`config.mk`:
```
export PLATFORM = sky130hd
export DESIGN_NAME = instr_fetch_unit
export DESIGN_NICKNAME = d
export VERILOG_FILES = /design/src/rtl/instr_fetch_unit_pkg.sv /design/src/rtl/instr_fetch_unit_fifo.sv /design/src/rtl/instr_fetch_unit.sv
export SDC_FILE = /design/constraint.sdc
export NUM_CORES = 1
export LEC_CHECK = 0
export BUFFER_PORTS_ARGS = -buffer_cell sky130_fd_sc_hd__buf_2
export CORE_MARGIN = 2
export CORE_UTILIZATION = 42
export DETAILED_ROUTE_END_ITERATION = 16
export HOLD_SLACK_MARGIN = 0.15
export PLACE_DENSITY_LB_ADDON = 0.05
export SYNTH_ARGS = -nofsm -noshare
export SYNTH_HDL_FRONTEND = slang
export SYNTH_SLANG_ARGS = --single-unit
```
`constraint.sdc`:
```
create_clock -name clk_in -period 9.04 [get_ports clk_in]
set_input_delay 1.808 -clock clk_in [delete_from_list [all_inputs] [get_ports clk_in]]
set_output_delay 1.808 -clock clk_in [all_outputs]
set_load 0.02 [all_outputs]
```
`src/rtl/instr_fetch_unit_pkg.sv`:
```
// Shared constants and types for the instruction fetch unit.
// FETCH_MISALIGN_CHECK_EN adds the MISALIGN state encoding.
package instr_fetch_unit_pkg;

    localparam logic [31:0] NOP_INSTR        = 32'h0000_0013;
    localparam logic [31:0] DEFAULT_RESET_PC = 32'h0000_0000;

    localparam logic [1:0] ST_BOOT     = 2'd0;
    localparam logic [1:0] ST_RUN      = 2'd1;
`ifdef FETCH_MISALIGN_CHECK_EN
    localparam logic [1:0] ST_MISALIGN = 2'd2;
`endif

    typedef struct packed {
        logic [31:0] pc;
        logic [31:0] instr;
    } fetch_entry_t;

    function automatic logic [31:0] pc_inc(input logic [31:0] pc);
        return pc + 32'd4;
    endfunction

endpackage

```
`src/rtl/instr_fetch_unit_fifo.sv`:
```
// Single-clock instruction queue of {pc, instr} entries with flush.
module fetch_fifo
    import instr_fetch_unit_pkg::*;
#(
    parameter int unsigned DEPTH = 4
) (
    input  logic                           clk,
    input  logic                           rst,
    input  logic                           push,
    input  logic                           pop,
    input  logic                           flush,
    input  fetch_entry_t                   wr_data,
    output fetch_entry_t                   rd_data,
    output logic                           full,
    output logic                           empty,
    output logic [$clog2(DEPTH+1)-1:0]     count
);
    localparam int unsigned AW = $clog2(DEPTH);
    localparam int unsigned CW = $clog2(DEPTH + 1);

    fetch_entry_t  mem [DEPTH];
    logic [AW-1:0] wr_ptr;
    logic [AW-1:0] rd_ptr;
    logic          do_push;
    logic          do_pop;

    assign empty   = (count == '0);
    assign full    = (count == CW'(DEPTH));
    assign do_push = push & ~full;
    assign do_pop  = pop & ~empty;
    assign rd_data = mem[rd_ptr];

    always_ff @(posedge clk or posedge rst) begin
        if (rst) begin
            wr_ptr <= '0;
            rd_ptr <= '0;
            count  <= '0;
        end else if (flush) begin
            wr_ptr <= '0;
            rd_ptr <= '0;
            count  <= '0;
        end else begin
            if (do_push) wr_ptr <= wr_ptr + 1'b1;
            if (do_pop)  rd_ptr <= rd_ptr + 1'b1;
            count <= count + CW'(do_push) - CW'(do_pop);
        end
    end

    always_ff @(posedge clk) begin
        if (do_push && !flush) mem[wr_ptr] <= wr_data;
    end

endmodule

```
`src/rtl/instr_fetch_unit.sv`:
```
// Instruction fetch unit: credit-limited fetch, response queue, redirect flush.
// Define FETCH_MISALIGN_CHECK_EN to trap misaligned redirect targets.
module instr_fetch_unit
    import instr_fetch_unit_pkg::*;
#(
    parameter logic [31:0] RESET_PC = DEFAULT_RESET_PC,
    parameter int unsigned FQ_DEPTH = 4
) (
    input  logic        clk_in,
    input  logic        rst_in,
    output logic        imem_req_out,
    output logic [31:0] imem_addr_out,
    input  logic        imem_gnt_in,
    input  logic        imem_rvalid_in,
    input  logic [31:0] imem_rdata_in,
    input  logic        redirect_in,
    input  logic [31:0] redirect_pc_in,
    input  logic        stall_in,
    output logic        instr_valid_out,
    output logic [31:0] instr_out,
    output logic [31:0] instr_pc_out
`ifdef FETCH_MISALIGN_CHECK_EN
    ,
    output logic        misaligned_out
`endif
);
    localparam int unsigned CW        = $clog2(FQ_DEPTH + 1);
    localparam logic [CW:0] DEPTH_LIM = (CW+1)'(FQ_DEPTH);

    logic [1:0]    state;
    logic [31:0]   fetch_pc;
    logic [31:0]   rsp_pc;
    logic [31:0]   target_pc;
    logic [CW-1:0] outstanding;
    logic [CW-1:0] discard;
    logic [CW-1:0] q_count;
    logic [CW:0]   credit_used;
    logic          q_full;
    logic          q_empty;
    logic          grant;
    logic          rsp;
    logic          push;
    logic          pop;
    fetch_entry_t  q_head;
    fetch_entry_t  q_wdata;

`ifdef FETCH_MISALIGN_CHECK_EN
    logic [31:0] bad_pc;
    logic        tgt_misaligned;
    assign target_pc      = redirect_pc_in;
    assign tgt_misaligned = (redirect_pc_in[1:0] != 2'b00);
    assign misaligned_out = (state == ST_MISALIGN);
`else
    logic unused_pc_bits;
    assign unused_pc_bits = ^redirect_pc_in[1:0];
    assign target_pc      = {redirect_pc_in[31:2], 2'b00};
`endif

    // Credit uses registered counts only, so a same-cycle pop frees space next cycle.
    assign credit_used     = {1'b0, outstanding} + {1'b0, q_count};
    assign imem_req_out    = (state == ST_RUN) && !redirect_in && (credit_used < DEPTH_LIM);
    assign imem_addr_out   = fetch_pc;
    assign grant           = imem_req_out & imem_gnt_in;
    assign rsp             = imem_rvalid_in && (state != ST_BOOT);
    assign push            = rsp && (discard == '0) && !redirect_in && !q_full;
    assign instr_valid_out = !q_empty && !redirect_in;
    assign pop             = instr_valid_out && !stall_in;
    assign q_wdata         = {rsp_pc, imem_rdata_in};

    always_comb begin
        instr_out    = NOP_INSTR;
        instr_pc_out = '0;
        if (!q_empty) begin
            instr_out    = q_head.instr;
            instr_pc_out = q_head.pc;
        end
`ifdef FETCH_MISALIGN_CHECK_EN
        if (state == ST_MISALIGN) instr_pc_out = bad_pc;
`endif
    end

    // rsp_pc tracks the address of the next response that will be kept.
    always_ff @(posedge clk_in or posedge rst_in) begin
        if (rst_in) begin
            fetch_pc    <= RESET_PC;
            rsp_pc      <= RESET_PC;
            outstanding <= '0;
            discard     <= '0;
        end else begin
            outstanding <= outstanding + CW'(grant) - CW'(rsp);
            if (redirect_in) begin
                fetch_pc <= target_pc;
                rsp_pc   <= target_pc;
                discard  <= outstanding - CW'(rsp);
            end else begin
                if (grant) fetch_pc <= pc_inc(fetch_pc);
                if (push)  rsp_pc   <= pc_inc(rsp_pc);
                if (rsp && discard != '0) discard <= discard - 1'b1;
            end
        end
    end

    always_ff @(posedge clk_in or posedge rst_in) begin
        if (rst_in) begin
            state <= ST_BOOT;
        end else begin
            case (state)
`ifdef FETCH_MISALIGN_CHECK_EN
                ST_BOOT:     state <= (redirect_in && tgt_misaligned) ? ST_MISALIGN : ST_RUN;
                ST_RUN:      if (redirect_in && tgt_misaligned) state <= ST_MISALIGN;
                ST_MISALIGN: if (redirect_in && !tgt_misaligned) state <= ST_RUN;
`else
                ST_BOOT:     state <= ST_RUN;
                ST_RUN:      state <= ST_RUN;
`endif
                default:     state <= ST_BOOT;
            endcase
        end
    end

`ifdef FETCH_MISALIGN_CHECK_EN
    always_ff @(posedge clk_in or posedge rst_in) begin
        if (rst_in) begin
            bad_pc <= '0;
        end else if (redirect_in && tgt_misaligned) begin
            bad_pc <= redirect_pc_in;
        end
    end
`endif

    fetch_fifo #(
        .DEPTH (FQ_DEPTH)
    ) u_fifo (
        .clk     (clk_in),
        .rst     (rst_in),
        .push    (push),
        .pop     (pop),
        .flush   (redirect_in),
        .wr_data (q_wdata),
        .rd_data (q_head),
        .full    (q_full),
        .empty   (q_empty),
        .count   (q_count)
    );

endmodule

```
==> flow_metrics.py <==
metrics = {
    "run_status": {
        "status": "finished, final reports clean",
    },
    "routing": {
        "vias": 7931,
        "avgRoutedWirePerCell_um": 19.7,
        "met1_length_um": 13300,
        "route.detailed.drc": 0,
        "drtIter0Drc": 469,
        "postRouteWirelength_um": 29700,
        "firstDrtPassIters": 5,
        "wl_met3_um": 1530,
        "wl_met2_um": 14400,
        "viasPerCell": 5.27,
        "maxUsedRoutingLayer": "met4",
        "ant_nets": 0,
    },
    "timing": {
        "worst_slew_pin_slew_ps": 1010,
        "slew_headroom": 0.322,
        "setup_viol": 0,
        "fin_ws_ps": 4160,
        "fin_crit_sh": 0.540,
        "rsz0062_at_grt": "false",
        "hold_viol_final": 0,
        "holdWs_ps": 546,
        "final.setup.tns_ps": 0,
        "period_minus_slack_ps": 4880,
        "fin_skew_ps": 19.2,
        "slew_violations": 0,
        "clock.fmax_mhz": 205,
    },
    "clock_tree": {
        "clk-insertion-delay-late_ps": 520,
        "cts_tree": "yes",
        "clockRootBuffer": "clkbuf_16",
        "htreeDepth": 2,
        "numClockSinks": 322,
        "hold_buffers": 0,
        "cts_buffers": 38,
        "ctsResizeCount": 0,
        "cts_setup_buffers": 0,
        "clock_path_buffers": 3,
        "clk_pin_slew_ps": 60,
    },
    "floorplanning": {
        "die_area_mm2": 0.0340,
        "ioPinCount": 168,
        "initial_core_util": 0.423,
        "die_h_um": 184,
        "core_area_mm2": 0.0323,
        "num_rows": 66,
        "fp.dieW_um": 184,
    },
    "layout": {
        "final_cells": 1505,
        "utilization": 0.499,
        "n_antenna_cell": 0,
        "area_growth_pct": 18.1,
        "drive_gt1_frac": 0.293,
        "fin_area_mm2": 0.0161,
        "nets": 1123,
    },
    "logic_synthesis": {
        "yosys.area.top_type": "edfxtp_1",
        "synth.top_cells.by_count": "edfxtp_1 (248), dfrtp_1 (74), mux4_2 (62)",
        "ys_ff_latch": 322,
        "synth.avg_cell_area_um2": 15.9,
        "synth_top_area_frac": 0.546,
        "syn_area_mm2": 0.0137,
        "synthCells": 860,
        "ys_warn_count": 0,
        "yosysSeqAreaShare": 0.681,
        "synth_flop_cell": "edfxtp_1",
        "synthTopCellsByArea": "edfxtp_1 (55%), dfrtp_1 (14%), mux4_2 (10%), nor2b_1 (2.7%), nand2_1 (1.5%)",
        "synth_cell_types": 53,
        "yosysMostFrequentCell": "edfxtp_1",
        "synth_edf_count": 248,
        "async_flop_share": 0.230,
    },
    "setup_path": {
        "cp_num_buf_inv": 2,
        "arrival_ps": 3070,
        "max_stage_delay_ps": 760,
        "crit_family": "buffers and inverters",
        "slowest_stage": "dfrtp_4",
        "critPathMaxFanout": 39,
        "endpoint_kind": "output port",
        "required_ps": 7230,
        "critical_path.cell_chain": "buf_4, mux4_2, or2_2, buf_2",
        "crit_type": "reg -> out",
        "start_kind": "register",
    },
    "grt": {
        "gr-usage-all-layers": 0.178,
        "antenna_found_initial": 0,
        "grt_max_degree": 66,
        "gr-total-overflow": 0,
        "grt_pass1_wl_um": 46100,
        "grt_pass1_vias": 8224,
    },
    "placement": {
        "place_ws_ps": 4310,
        "io_buffers": 161,
        "dpl_cell_area_mm2": 0.0149,
        "dp.cells": 1437,
        "dp_hpwl_um": 17700,
        "place.gp.congestion": 0.790,
    },
    "power": {
        "pwr-share-seq": 0.439,
        "p_comb_frac": 0.204,
        "clockPowerShare": 0.357,
        "power_mw": 4.07,
        "power_density_mw_per_mm2": 252,
        "ir_drop_mv": 0.109,
        "p_int_mw": 2.91,
        "p_switching_mw": 1.16,
        "swShare": 0.286,
        "power.leakage_nw": 5.75,
    },
    "min_path": {
        "holdCritPathClass": "reg -> reg",
    },
    "run": {
        "cap_violations": 0,
    },
}
-- kinds of logic after synthesis --
kind of cell	Yosys count	share of synthesized area
AOI/OAI and AO/OA	87	0.0405
xor gates and xnor gates	41	0.0263
adders and majority gates	18	0.0176
buffers and inverters	62	0.0194
DFF	322	0.681
muxes	73	0.111
other	2	0.000550
and+or+nand+nor	255	0.103
-- power groups by stage --
stage | clock, mW | sequential, mW | combinational, mW
2_1_floorplan | 0 | 1.78 | 0.611
3_3_place_gp | 0 | 1.82 | 0.852
3_5_place_dp | 0 | 1.82 | 0.856
4_1_cts | 1.49 | 1.79 | 0.858
5_1_grt | 1.55 | 1.80 | 0.915
6_report | 1.45 | 1.79 | 0.832
-- metal layers --
layer | global-route usage | vias up
met1 | 0.241 | 3992
met4 | 0.0432 | 0
li1 | - | 3668
met3 | 0.0328 | 40
met5 | 0 | -
met2 | 0.301 | 231
-- area by class of cell --
class	instances	area, µm²
multi-input cells	479	4110
repair buffers	174	903
flip-flops and latches	322	9300
clock buffers	54	1030
fillers	2850	16200
well taps	442	553
clock inverters	14	143
inverters	20	75.1
-- worst paths after layout --
| check | from | to | slack [ps] | depth (start not counted) |
|---|---|---|---|---|
| setup / recovery | u_fifo.rd_ptr[0]$_DFFE_PP0P_ | instr_out[1] | 4160 | 4 |
| min in group asynchronous | rst_in | discard[0]$_DFFE_PP0P_ | 1300 | 2 |
| setup reg to reg | u_fifo.count[2]$_DFF_PP0_ | outstanding[2]$_DFF_PP0_ | 6280 | 12 |
| max in group asynchronous | rst_in | rsp_pc[10]$_DFFE_PP0N_ | 6650 | 3 |
| hold reg to reg | discard[1]$_DFFE_PP0P_ | discard[1]$_DFFE_PP0P_ | 550 | 2 |
| hold / removal | discard[1]$_DFFE_PP0P_ | discard[1]$_DFFE_PP0P_ | 550 | 2 |
-- tightest hold or removal path: stages (launching register included) --
cell	delay, ps
dfrtp_1	340
o211ai_1	100
o21ai_0	70
-- placed cells by master, fill, tap and decap left out, types with 16 or more instances in the layout --
| cell | netlist | final |
|---|---|---|
| nand3_1 | 29 | 29 |
| nand4_1 | 21 | 21 |
| o311ai_0 | 16 | 16 |
| nand2_1 | 54 | 54 |
| edfxtp_1 | 248 | 248 |
| xnor2_1 | 18 | 18 |
| nor2_1 | 29 | 29 |
| nor2b_1 | 60 | 60 |
| o21ai_0 | 40 | 40 |
| xor2_1 | 23 | 23 |
| dfrtp_1 | 74 | 72 |
| ha_1 | 16 | 16 |
| buf_2 | 11 | 161 |
| inv_1 | 18 | 17 |
| mux4_2 | 62 | 62 |
| clkbuf_16 | 0 | 39 |
-- sequential cells by signal, summed over array words and instances, names as in the netlist --
name and cells:
discard 3, imem_addr_out 30, outstanding 3, rsp_pc 30
state 1, u_fifo.count 3, u_fifo.mem 248, u_fifo.rd_ptr 2
u_fifo.wr_ptr 2
(Power assumes the default switching activity.)
